--- src/rtl/fetch_seq_ctrl.sv ---
// Fetch sequencer: owns the PC, runs the imem req/ack handshake, buffers one instruction for decode.
// Latency: one instruction per 2+ cycles. Backpressure: id_ready low holds the buffer and stops fetching.
module fetch_seq_ctrl #(
    parameter logic [31:0] RESET_PC = 32'h0000_0000,
    parameter int          CNT_W    = 32
) (
    input  logic             clk,
    input  logic             rst,
    input  logic             ex_valid,
    input  logic [2:0]       branch,
    input  logic             less,
    input  logic             zero,
    input  logic [31:0]      ex_pc,
    input  logic [31:0]      ex_imm,
    input  logic [31:0]      ex_rs1,
    output logic             imem_req,
    output logic [31:0]      imem_addr,
    input  logic             imem_ack,
    input  logic [31:0]      imem_rdata,
    output logic             if_valid,
    output logic [31:0]      if_instr,
    output logic [31:0]      if_pc,
    input  logic             id_ready,
    output logic             flush,
    output logic             misalign,
    output logic [CNT_W-1:0] redirect_cnt
);

    typedef enum logic [2:0] {
        S_IDLE,
        S_REQ,
        S_HOLD,
        S_DISCARD,
        S_HALT
    } state_t;

    state_t state, state_nxt;

    logic [31:0]      pc, pc_nxt;
    logic [31:0]      drain_addr, drain_addr_nxt;
    logic             if_valid_nxt;
    logic [31:0]      if_instr_nxt, if_pc_nxt;
    logic             misalign_nxt;
    logic             halt_pending, halt_pending_nxt;
    logic [CNT_W-1:0] cnt_nxt;
    logic             taken;
    logic             bad;
    logic [31:0]      target;

    always_comb begin
        taken = 1'b0;
        if (ex_valid) begin
            case (branch)
                3'd1, 3'd2: taken = 1'b1;
                3'd4:       taken = zero;
                3'd5:       taken = ~zero;
                3'd6:       taken = less;
                3'd7:       taken = ~less;
                default:    taken = 1'b0;
            endcase
        end
    end

    always_comb begin
        target = ex_pc + ex_imm;
        if (branch == 3'd2) begin
            target = (ex_rs1 + ex_imm) & ~32'h1;
        end
    end

    assign bad          = target[1];
    assign flush        = taken && (state != S_HALT);
    assign imem_req     = (state == S_REQ) || (state == S_DISCARD);
    // While draining a stale fetch the request address must not move, even though pc already points at the redirect target.
    assign imem_addr    = (state == S_DISCARD) ? drain_addr : pc;

    always_comb begin
        state_nxt        = state;
        pc_nxt           = pc;
        drain_addr_nxt   = drain_addr;
        if_valid_nxt     = if_valid;
        if_instr_nxt     = if_instr;
        if_pc_nxt        = if_pc;
        misalign_nxt     = misalign;
        halt_pending_nxt = halt_pending;
        cnt_nxt          = redirect_cnt;

        if (flush) begin
            pc_nxt       = target;
            if_valid_nxt = 1'b0;
            cnt_nxt      = redirect_cnt + {{(CNT_W-1){1'b0}}, 1'b1};
            if (bad) begin
                misalign_nxt     = 1'b1;
                halt_pending_nxt = 1'b1;
            end
            if (imem_req && !imem_ack) begin
                state_nxt = S_DISCARD;
                if (state == S_REQ) begin
                    drain_addr_nxt = pc;
                end
            end else begin
                state_nxt = (halt_pending || bad) ? S_HALT : S_REQ;
            end
        end else begin
            case (state)
                S_IDLE: state_nxt = S_REQ;
                S_REQ: begin
                    if (imem_ack) begin
                        if_valid_nxt = 1'b1;
                        if_instr_nxt = imem_rdata;
                        if_pc_nxt    = pc;
                        pc_nxt       = pc + 32'd4;
                        state_nxt    = S_HOLD;
                    end
                end
                S_HOLD: begin
                    if (id_ready) begin
                        if_valid_nxt = 1'b0;
                        state_nxt    = S_REQ;
                    end
                end
                S_DISCARD: begin
                    if (imem_ack) begin
                        state_nxt = halt_pending ? S_HALT : S_REQ;
                    end
                end
                S_HALT:  state_nxt = S_HALT;
                default: state_nxt = S_IDLE;
            endcase
        end
    end

    always_ff @(posedge clk) begin
        if (rst) begin
            state        <= S_IDLE;
            pc           <= RESET_PC;
            drain_addr   <= RESET_PC;
            if_valid     <= 1'b0;
            if_instr     <= 32'h0;
            if_pc        <= 32'h0;
            misalign     <= 1'b0;
            halt_pending <= 1'b0;
            redirect_cnt <= '0;
        end else begin
            state        <= state_nxt;
            pc           <= pc_nxt;
            drain_addr   <= drain_addr_nxt;
            if_valid     <= if_valid_nxt;
            if_instr     <= if_instr_nxt;
            if_pc        <= if_pc_nxt;
            misalign     <= misalign_nxt;
            halt_pending <= halt_pending_nxt;
            redirect_cnt <= cnt_nxt;
        end
    end

endmodule

--- config.mk ---
export PLATFORM = sky130hd
export DESIGN_NAME = fetch_seq_ctrl
export DESIGN_NICKNAME = d
export VERILOG_FILES = /design/src/rtl/fetch_seq_ctrl.sv
export SDC_FILE = /design/constraint.sdc
export NUM_CORES = 1
export LEC_CHECK = 0
export CAP_MARGIN = 30
export CORE_ASPECT_RATIO = 0.5
export CORE_UTILIZATION = 35
export DETAILED_ROUTE_END_ITERATION = 6
export DONT_BUFFER_PORTS = 1
export PLACE_DENSITY = 0.51
export REMOVE_ABC_BUFFERS = 1
export SLEW_MARGIN = 10
export SYNTH_ARGS = -nofsm -noshare
export SYNTH_HDL_FRONTEND = slang
export SYNTH_SLANG_ARGS = --single-unit
--- constraint.sdc ---
create_clock -name clk -period 3.8 [get_ports clk]
set_clock_uncertainty 0.15 [all_clocks]
set_input_delay 0.38 -clock clk [delete_from_list [all_inputs] [get_ports clk]]
set_output_delay 0.38 -clock clk [all_outputs]
set_load 0.05 [all_outputs]
; ---- Word-level counts from Yosys, hierarchy flattened
; Index checks and enable logic that the tools add are counted.
[word_totals]
register_bits = 165
in_bits = 138
out_inout_bits = 132
wordCells = 66
[op_classes]
n_addsub = 4
n_eq_ne = 16
mux = 18
n_bitwise = 3
reduce_logical = 17
[ops]
columns = op, count
row1 = $mux 32, 5
row2 = $add 32x32->32, 2
row3 = $add 32x1->32 const B, 1
row4 = $add 32x3->32 const B, 1
row5 = $mux 3, 7
row6 = $eq 3x3->1 const B, 5
row7 = $pmux 3 s5, 1
row8 = $ne 3x3->1 const B, 4
row9 = $reduce_and 3->1, 4
row10 = $eq 3x2->1 const B, 3
row11 = $eq 3x1->1 const B, 2
row12 = $reduce_bool 2->1, 3
row13 = $pmux 1 s5, 1
row14 = $ne 2x2->1 const B, 2
row15 = $reduce_and 2->1, 2
row16 = $reduce_or 2->1, 2
row17 = $logic_not 3->1, 1
row18 = $mux 1, 3
row19 = $not 1->1, 3
row20 = $logic_and 1x1->1, 2
row21 = $logic_or 1x1->1, 2
row22 = $pmux 1 s2, 1
row23 = $logic_not 1->1, 1

; ---- Longest topological paths before layout
; Gate-level depths: netlist of run 1.
[depth]
depth_word = 7
ltp_mapped = 11

; ---- Worst setup path before layout of run 1
; No wires, ideal clock.
[synth_path]
path_kind = register to register
startpoint = register redirect_cnt[5]
endpoint = register redirect_cnt[26]
arrival_time_ns = 2.849
setup_slack_ns = 0.730
path_stages_with_launch = 9
path_buffers = 1
path_cell_list = dfxtp_1 and4_4 and4_4 nand3_1 or4_1 buf_2 or4_4 or3_1 a21oi_1
[synth_between]
elab_chain_cells = 1
[synth_rtl]
columns = item, line
row1 = "start, declared", 26  ; output logic [CNT_W-1:0] redirect_cnt
row2 = "start signal, assigned", 153  ; redirect_cnt <= cnt_nxt;
row3 = $add 32x1->32, 91  ; cnt_nxt = redirect_cnt + {{(CNT_W-1){1'b0}}, 1'b1};
; Every way passes these cells.
; A chain may end at the register's enable or synchronous reset.

; ---- Worst setup path in the final report of run 1
[layout_path]
startpoint = register redirect_cnt[7]
endpoint = register redirect_cnt[30]
; Same word-level chain as after synthesis.

==> impl_results.md, run 1 <==
* Status: completed
* VDD IR max at roughly 260 µV
* Slew HR at between 50% and 60%
* Die Area at just over 30000 µm²
* Die Ht at 125 µm
* Synth warn at 0
* Htree depth at 4
* Hold depth at 3
* Die Wd at roughly 250 µm
* Floorplan core area at 29300 µm²
* Critical Path Fanout Max at 6
* Leakage Power at ~4.4 nW
* Global-route wire length before repair at 52.6 mm
* Worst EP required at 3.99 ns
* CTS Hold Buffers Added at 34
* Placed insts at approximately 1.7k
* DR WL/cell at 19.4 µm
* R2r startpoint: redirect_cnt[7]$_SDFFE_PP0P_
* Max-slew violation count at 0
* Fin. Hold Viols at 0
* Met3 Usage GRT at 4.12%
* Synth area leaders: dfxtp_1 31%, nand2_1 7.7%, ha_1 7.4%, a21oi_1 7.3%, nor2_1 4.5%
* R2R depth at 7
* Max Cap Violations at 0
* Fin crit period at ~3.2 ns
* Row count at 44
* Root buf cell: clkbuf_16
* Number of global-route vias before repair at slightly above 9k
* Vias at between 9k and 10k
* GRT Total Usage at a little over a fifth
* Met1 GRT Util at 30.1%
* Fin crit share at a little over four fifths
* HP Start: rst
* Cells after Synth at ~1.3k
* CTS resizes at 0
* CTS tree: built
* Setup Buffers After CTS at 0
* Hold Path Class: in -> reg
* Antenna cell count at 0
* GRT busiest layer: met2
* Design Power at ~0.005 W
* DR iter-0 viols at around 660
* Largest net degree at the start of global routing at ~150
* EDFF count, synth at 0
* Synth Area per Inst at 7.89 µm²
* Unique masters post-synth at between 60 and 70
* Routability Congestion at ~0.92
* CTS clk-pin slew, worst paths at around 0.07 ns
* Initial Util at around 36%
* Residual DRC at 0
* DRT antenna net count at 0
* Register area share after synthesis at a little under a third
* Clock sinks at 165
* Prevailing post-synth register cell: dfxtp_1
* Final Util at roughly two fifths
* Clock buffer depth at 2
* Fin nets at ~1.5k
* Initial antenna violation count at 0
* CTS buffer count at 17
* Pwr Density at just over 400 nW/µm²
* Worst EP arrival at around 3.4 ns
* DRT Wirelength at about 34 mm
* Worst Setup SP: redirect_cnt[7]$_SDFFE_PP0P_
* Yosys top cell by area: dfxtp_1
* Worst slew pin tran at 0.720 ns
* Ys async rst share at 0%
* Mapped Area at roughly 11000 µm²
* Via density at 5.63
* Placed wire-length estimate at approximately 26 mm
* Synthesis-to-finish area growth at 13.2%
* Post-synthesis register bit count at ~170
* I/O pin count at between 200 and 300
* Crit Path Class: reg -> reg
* Startpoint Class: register
* Met2 GRT Util at between 30% and 40%
* Setup TNS Final at 0 ns
* FMAX at approximately 0.31 GHz
* Total global routing overflow at 0
* Setup Viol. Count Final at 0
* Skew-Pair Late Insertion Delay at roughly 0.42 ns
* Layout cell share with drive strength beyond 1 at under 10%
* DR pass1 iterations at 6
* Port Buffers at 0
* Element type at the critical path end: register
* Final std cells w/o fill at about 1.8k
* Synth top area share at ~31%
* RSZ-0062 raised after global routing: no
## metal layers
layer | wire, µm | part of all wire [%]
met5 | 0 | 0
met3 | 2060 | 6.1
met1 | 16100 | 47
met4 | 458 | 1.3
met2 | 15300 | 45
## sequential cells by signal, summed over array words and instances (netlist names)
name          cells
if_valid          1
state             3
if_instr         32
redirect_cnt     32
drain_addr       32
halt_pending      1
if_pc            32
pc               32
## area by class of cell
class | count | area [µm²]
fill | 2981 | 17400
multi-input combinational | 1089 | 6970
sequential | 165 | 3300
timing repair buffer | 59 | 558
tap | 391 | 489
clock buffer | 18 | 439
clock inverter | 14 | 166
inverter | 14 | 52.6
## through the flow
stage                     hold slack (ns)  cell area [µm²]  setup WS (ns)
after floorplan                     0.298            10300          -2.92
after global placement              0.318            11000          0.464
after detailed placement            0.331            11000          0.377
after CTS                        0.000620            12000          0.610
after global routing               0.0225            12000          0.457
final                              0.0237            12000          0.613
## cells by family after synthesis
family,synth area share (%)
AO/OA/AOI/OAI,19.4
XOR/XNOR,8.11
adder cells (fa/ha/maj),7.83
buffers and inverters,3.19
flip-flops,31.2
multiplexers,7.41
AND/OR/NAND/NOR,22.8
## Yosys cell counts (all sizes together) (3+ instances only)
master  count
inv        13
nor2b       6
and2        7
o31ai       6
and3       18
o21a       10
or4         3
nor4        7
or2         4
o21ai      41
buf        18
o221a       6
xor2       48
a211oi     14
a21o       26
nand2b     12
o31a        3
clkbuf     55
ha         63
o21bai      9
nor3       15
a31oi       9
o211ai      8
nand3      39
nand4      28
and4       11
a21oi     154
mux2i      39
a221oi      6
nand2     218
a211o       4
or3        14
a311oi     12
nor3b       4
a221o       3
xnor2      50
nand3b      5
mux2       35
dfxtp     165
nor2      126
## layout by cell type (no fill, tap or decap), types with 15 or more instances in the layout
cell	count
a21o_1	26
a21oi_1	154
and3_1	18
buf_4	24
clkbuf_16	17
dfxtp_1	165
dlygate4sd3_1	33
ha_1	63
mux2_2	35
mux2i_1	39
nand2_1	217
nand3_1	39
nand4_1	28
nor2_1	126
nor3_1	15
o21ai_0	40
xnor2_1	50
xor2_1	48
## path summary, 6_finish.rpt
path	endpoint	slack (ns)
max	redirect_cnt[30]$_SDFFE_PP0P_	0.61
min	pc[31]$_SDFFE_PP0P_	0.02
max reg2reg	redirect_cnt[30]$_SDFFE_PP0P_	0.61
min reg2reg	drain_addr[5]$_SDFFE_PP0P_	0.34
## where the power goes
part | switching [W] | internal, W
clock | 0.000774 | 0.00101
sequential | 0.000195 | 0.00180
combinational | 0.000759 | 0.000426
total | 0.00173 | 0.00323
## critical path, stage by stage (launching register included)
cell and delay, ns:
dfxtp_1 0.69, and4_4 0.34, and4_4 0.24, nand3_1 0.11, or4_1 0.63, or4_4 0.48, or3_1 0.32, a21oi_1 0.14
No activity file was read; power rests on OpenSTA's default activity.
==> run 2, diff against run 1 <==
--- a/config.mk
+++ b/config.mk
@@ -5,6 +5,7 @@
 export SDC_FILE = /design/constraint.sdc
 export NUM_CORES = 1
 export LEC_CHECK = 0
+export ABC_AREA = 1
 export CAP_MARGIN = 30
 export CORE_ASPECT_RATIO = 0.5
 export CORE_UTILIZATION = 35
==> constraint.sdc (replaced) <==
create_clock -name clk -period 3.2 [get_ports clk]
set_clock_uncertainty 0.15 [all_clocks]
set_input_delay 0.32 -clock clk [delete_from_list [all_inputs] [get_ports clk]]
set_output_delay 0.32 -clock clk [all_outputs]
set_load 0.05 [all_outputs]
==> run 2 against run 1 <==
Core utilization increased by 0.20 points. Via count rose by 33%. Register-to-register slack improved by 0.08 ns. Area after synthesis is 19% higher. Clock-buffer cell count rose by 4.
==> impl_results.md, run 2 <==
* Placed Area at roughly 13000 µm²
* Setup Viol. Count Final at 0
* Most common cell in the netlist: nand2_1
* Prevailing post-synth register cell: dfxtp_1
* Largest net degree at the start of global routing at 78
* Commonest cells after routing, fill and taps aside: 567 x nand2_1, 300 x inv_1, 265 x nor2_1
* Total global routing overflow at 0
* I/O pin count at 270
* Fin. Hold Viols at 0
* Floorplan core area at ~35000 µm²
* Placed wire-length estimate at about 34 mm
* Fin nets at between 2k and 2.5k
* Slew HR at between 50% and 60%
* Yosys top cell by area: dfxtp_1
* Fin Hold WS at approximately 0.010 ns
* Ys async rst share at 0%
* Routability Congestion at between 0.8 and 0.9
* Port Buffers at 0
* Die Ht at 136 µm
* Global-route wire length before repair at around 67 mm
* Unique masters post-synth at between 40 and 50
* Number of global-route vias before repair at 12.1k
* Synth Area per Inst at between 5 and 6 µm²
* Clock sinks at 165
* Mapped Area at 12600 µm²
* RSZ-0062 raised after global routing: no
* Status: completed
* Worst slack, placed at ~0.68 ns
* Die Wd at 271 µm
* Post-synthesis register bit count at 165
* DR iter-0 viols at roughly 920
* CTS buffer count at 17
* Worst slew pin tran at between 0.7 and 0.8 ns
* Worst EP arrival at roughly 2.4 ns
* Register area share after synthesis at about a quarter
* Hold Path Class: in -> reg
* DRT Wirelength at ~43 mm
* Max Cap Violations at 0
* Startpoint Class: register
* Clock buffer depth at 2
* Critical Path Fanout Max at 28
* Root buf cell: clkbuf_16
* Cells after Synth at 2118
* DR pass1 iterations at 6
* Htree depth at 4
* Pwr Density at between 400 and 500 nW/µm²
* Element type at the critical path end: output port
* Setup TNS Final at 0 ns
* Via density at between 4 and 5
* Residual DRC at 0
* Row count at 48
* GRT Total Usage at a little under a quarter
* EDFF count, synth at 0
* Post-synth top cells: 569 x nand2_1, 300 x inv_1, 265 x nor2_1
* Fin crit period at ~2.8 ns
* CTS tree: built
* Initial Util at a little over a third
* Initial antenna violation count at 0
* Skew-Pair Late Insertion Delay at between 0.4 and 0.5 ns
* Crit Path Class: reg -> out
* Synthesis-to-finish area growth at 13.6%
* CTS clk-pin slew, worst paths at 0.07 ns
* Max-slew violation count at 0
* Layout cell share with drive strength beyond 1 at roughly 6.5%
* Die Area at around 37000 µm²
* Cell area after layout at 14300 µm²
* Leakage Power at 6.66 nW
* Fin crit share at between 80% and 90%
* DRT antenna net count at 0
* VDD IR max at between 300 and 400 µV
* Commonest non-fill, non-tap cell in the layout: nand2_1
* Final Util at between 40% and 50%
* Post-route setup slack at 0.353 ns
* DR WL/cell at approximately 16 µm
* Synth area leaders: dfxtp_1 26%, nand2_1 17%, inv_1 8.9%, nor2_1 7.9%, o21ai_0 7.9%
* Antenna cell count at 0
* FMAX at 0.351 GHz
* Worst EP required at 2.73 ns
* Vias at 13.1k
* Synth top area share at 26.2%
* Synth warn at 0
## run 2: changes by cell type after synthesis, moves of 16 or more
| cell | delta |
|---|---|
| inv_1 | +287 |
| and3_1 | -17 |
| nor2_1 | +139 |
| clkbuf_1 | -16 |
| nand2_1 | +351 |
| mux2_2 | -35 |
| a21o_1 | -25 |
| nor3_1 | +17 |
| o21ai_0 | +158 |
| mux2i_1 | -39 |
| xor2_1 | -23 |
| nand3_1 | +78 |
| xnor2_1 | -38 |
## run 2: cell type report
class	count	area, µm²
repair buffers	107	923
clock buffers	22	464
multi-input cells	1572	7770
inverters	308	1160
well taps	475	594
fillers	3886	20600
flip-flops and latches	165	3300
clock inverters	10	123
## run 2: kinds of logic (layout without fill, tap and decap cells)
logic type / after synthesis / count (layout) / share of synthesized area (%)
AOI/OAI and AO/OA: 402 / 402 / 16.6
adders and majority gates: 65 / 65 / 6.56
DFF: 165 / 165 / 26.2
and+or+nand+nor: 1068 / 1068 / 35.8
xor gates and xnor gates: 37 / 37 / 2.57
buffers and inverters: 381 / 447 / 12.3
## run 2: per-layer routing
metal  vias up  track usage, %  wire, µm
met4         0            5.56       738
li1       6890               -         -
met5         -               0         0
met3        41            3.25      1910
met2       264            38.0     19700
met1      5903            31.5     20800
## run 2: repair_timing
item / CTS / global route
resized for setup: 0 / 0
hold buffers: 34 / 0
endpoints found under the hold margin: 63 / 0
setup buffers: 0 / 0
## run 2: power by group
part | leakage, nW | total, W | switching (W) | internal [W]
clock network | 0.277 | 0.00208 | 0.000880 | 0.00120
registers | 1.34 | 0.00267 | 0.000462 | 0.00221
logic | 5.03 | 0.00191 | 0.00129 | 0.000620
## run 2: stage by stage
stage	cells	power (W)
3_3_place_gp	2593	0.00457
2_1_floorplan	2045	0.00398
4_1_cts	2659	0.00672
5_1_grt	2659	0.00705
6_report	2659	0.00666
3_5_place_dp	2593	0.00458
## run 2: path summary, 6_finish.rpt
check,startpoint,endpoint,slack [ns],cells after the start
hold / removal,rst,redirect_cnt[22]$_SDFFE_PP0P_,0.01,2
setup / recovery,state[0]$_SDFFE_PP0P_,imem_addr[3],0.35,7
hold reg to reg,drain_addr[6]$_SDFFE_PP0P_,drain_addr[6]$_SDFFE_PP0P_,0.30,2
setup reg to reg,redirect_cnt[3]$_SDFFE_PP0P_,redirect_cnt[27]$_SDFFE_PP0P_,0.69,10
## run 2: worst max-delay path, cell delays in order, from the launching register on
cell and delay [ns]:
dfxtp_1 0.40, inv_2 0.06, nor2_2 0.11, buf_4 0.25, nand2_2 0.33, buf_4 0.35
o21ai_1 0.21, buf_4 0.24
==> run 3, diff against run 2 <==
--- a/config.mk
+++ b/config.mk
@@ -11,6 +11,7 @@
 export CORE_UTILIZATION = 35
 export DETAILED_ROUTE_END_ITERATION = 6
 export DONT_BUFFER_PORTS = 1
+export MAX_ROUTING_LAYER = met4
 export PLACE_DENSITY = 0.51
 export REMOVE_ABC_BUFFERS = 1
 export SLEW_MARGIN = 10
==> run 3 against run 2 <==
Combinational power about the same. Core utilization unchanged. Total power about the same. Sequential cell count unchanged. Highest routed layer unchanged.
==> impl_results.md, run 3 (same netlist as run 2, synthesis figures left out) <==
* Status: completed
* Worst EP arrival at 2.38 ns
* Initial antenna violation count at 0
* Initial Util at a little over a third
* Slew HR at a little over half
* Cell area after layout at 14300 µm²
* Skew-Pair Late Insertion Delay at ~0.43 ns
* Total global routing overflow at 0
* Fin. Hold Viols at 0
* Leakage Power at 6.66 nW
* Row count at 48
* DR iter-0 viols at 969
* Worst path slowest cell: dfxtp_1
* Setup Viol. Count Final at 0
* Port Buffers at 0
* Global-route wire length before repair at between 60 and 70 mm
* Fin crit share at between 80% and 90%
* Pwr Density at between 400 and 500 nW/µm²
* Commonest non-fill, non-tap cell in the layout: nand2_1
* Worst slew pin tran at ~0.72 ns
* Fin nets at 2374
* Max-slew violation count at 0
* Critical path's most frequent cell: buf_4
* Crit Path Class: reg -> out
* Residual DRC at 0
* CTS tree: built
* Filler Cells Inserted at ~3.9k
* Htree depth at 4
* Clock sinks at approximately 170
* Setup TNS Final at 0 ns
* Clock buffer depth at 2
* CTS buffer count at 17
* GRT Total Usage at a little under a quarter
* Placed wire-length estimate at roughly 34 mm
* Largest net degree at the start of global routing at 78
* Vias at 13.1k
* Hold Path Class: in -> reg
* Final Util at around two fifths
* Worst path max stage delay at approximately 0.40 ns
* DR WL/cell at between 15 and 20 µm
* Die Ht at about 140 µm
* Startpoint Class: register
* Setup Buffers After CTS at 0
* Number of global-route vias before repair at between 10k and 15k
* Via density at 4.92
* RSZ-0062 raised after global routing: no
* Design Power at roughly 0.0067 W
* Cell breakdown of the critical path: inv_2 > nor2_2 > buf_4 > nand2_2 > buf_4 > o21ai_1 > buf_4
* DR pass1 iterations at 7
* Synthesis-to-finish area growth at 13.6%
* Worst EP required at about 2.7 ns
* Max Cap Violations at 0
* Antenna cell count at 0
* Root buf cell: clkbuf_16
* Commonest cells after routing, fill and taps aside: 567 x nand2_1, 300 x inv_1, 265 x nor2_1
* Critical Path Fanout Max at 28
* I/O pin count at 270
* Element type at the critical path end: output port
* Buf/Inv on CP at 4
* FMAX at approximately 0.35 GHz
* Final std cells w/o fill at approximately 2.7k
* Register Area at approximately 3300 µm²
* Die Area at about 37000 µm²
* CTS clk-pin slew, worst paths at approximately 0.070 ns
* DRT antenna net count at 0
* Footprint of the multi-input gates at around 7800 µm²
* Layout cell share with drive strength beyond 1 at around 6.5%
* DRT Wirelength at 43.0 mm
* VDD IR max at ~300 µV
* Fin crit period at between 2 and 3 ns
* Placed insts at about 2.6k
* Floorplan core area at 35000 µm²
* Placed Area at around 13000 µm²
* Routability Congestion at 0.906
* Crit path max-delay family: buffers and inverters
* Die Wd at 271 µm
==> run 3: cell counts in the layout (fill, tap and decap cells not counted) <==
No cell type changed its count.
==> run 3: stage by stage <==
stage	hold WS [ns]	setup slack [ns]
floorplan	0.239	-0.567
global placement	0.244	0.697
detailed placement	0.244	0.677
CTS	0.00519	0.334
global route	0.00308	0.204
finish	0.0151	0.352
==> run 3: routing by layer <==
| layer | vias up | routed length (µm) | track usage [%] |
|---|---|---|---|
| li1 | 6888 | - | - |
| met1 | 5878 | 20800 | 31.5 |
| met2 | 262 | 19600 | 38.0 |
| met3 | 48 | 1890 | 3.18 |
| met4 | 0 | 795 | 5.71 |
| met5 | - | 0 | - |
==> run 3: where the power goes <==
group          total [W]  internal (W)  switching, W
registers        0.00267       0.00221      0.000461
logic            0.00191      0.000620       0.00129
clock network    0.00208       0.00120      0.000880
==> run 3: timing repair <==
action / 4_1_cts / 5_1_grt
hold endpoints to repair: 63 / 0
gates resized for setup: 0 / 0
setup endpoints to repair: 0 / 0
hold buffers: 34 / 0
==> run 3: worst paths after layout <==
kind	startpoint	to	slack, ns	cells after the start
max reg2reg	state[2]$_SDFFE_PP0P_	pc[23]$_SDFFE_PP0P_	0.72	12
min reg2reg	drain_addr[6]$_SDFFE_PP0P_	drain_addr[6]$_SDFFE_PP0P_	0.30	2
min	rst	redirect_cnt[22]$_SDFFE_PP0P_	0.02	2
max	state[0]$_SDFFE_PP0P_	imem_addr[3]	0.35	7
==> run 3: worst reg2reg max path: cells and delay by family, from the launching register on <==
kind                   cells  cell delay [ns]
buffers and inverters      4             0.76
DFF                        1             0.38
and+or+nand+nor            8             1.12
==> run 3: cell type report <==
| cell class | count | area share [%] |
|---|---|---|
| clock buffer | 22 | 3.24 |
| clock inverter | 10 | 0.855 |
| inverter | 308 | 8.08 |
| multi-input combinational | 1572 | 54.2 |
| sequential | 165 | 23.0 |
| tap | 475 | 4.15 |
| timing repair buffer | 107 | 6.44 |
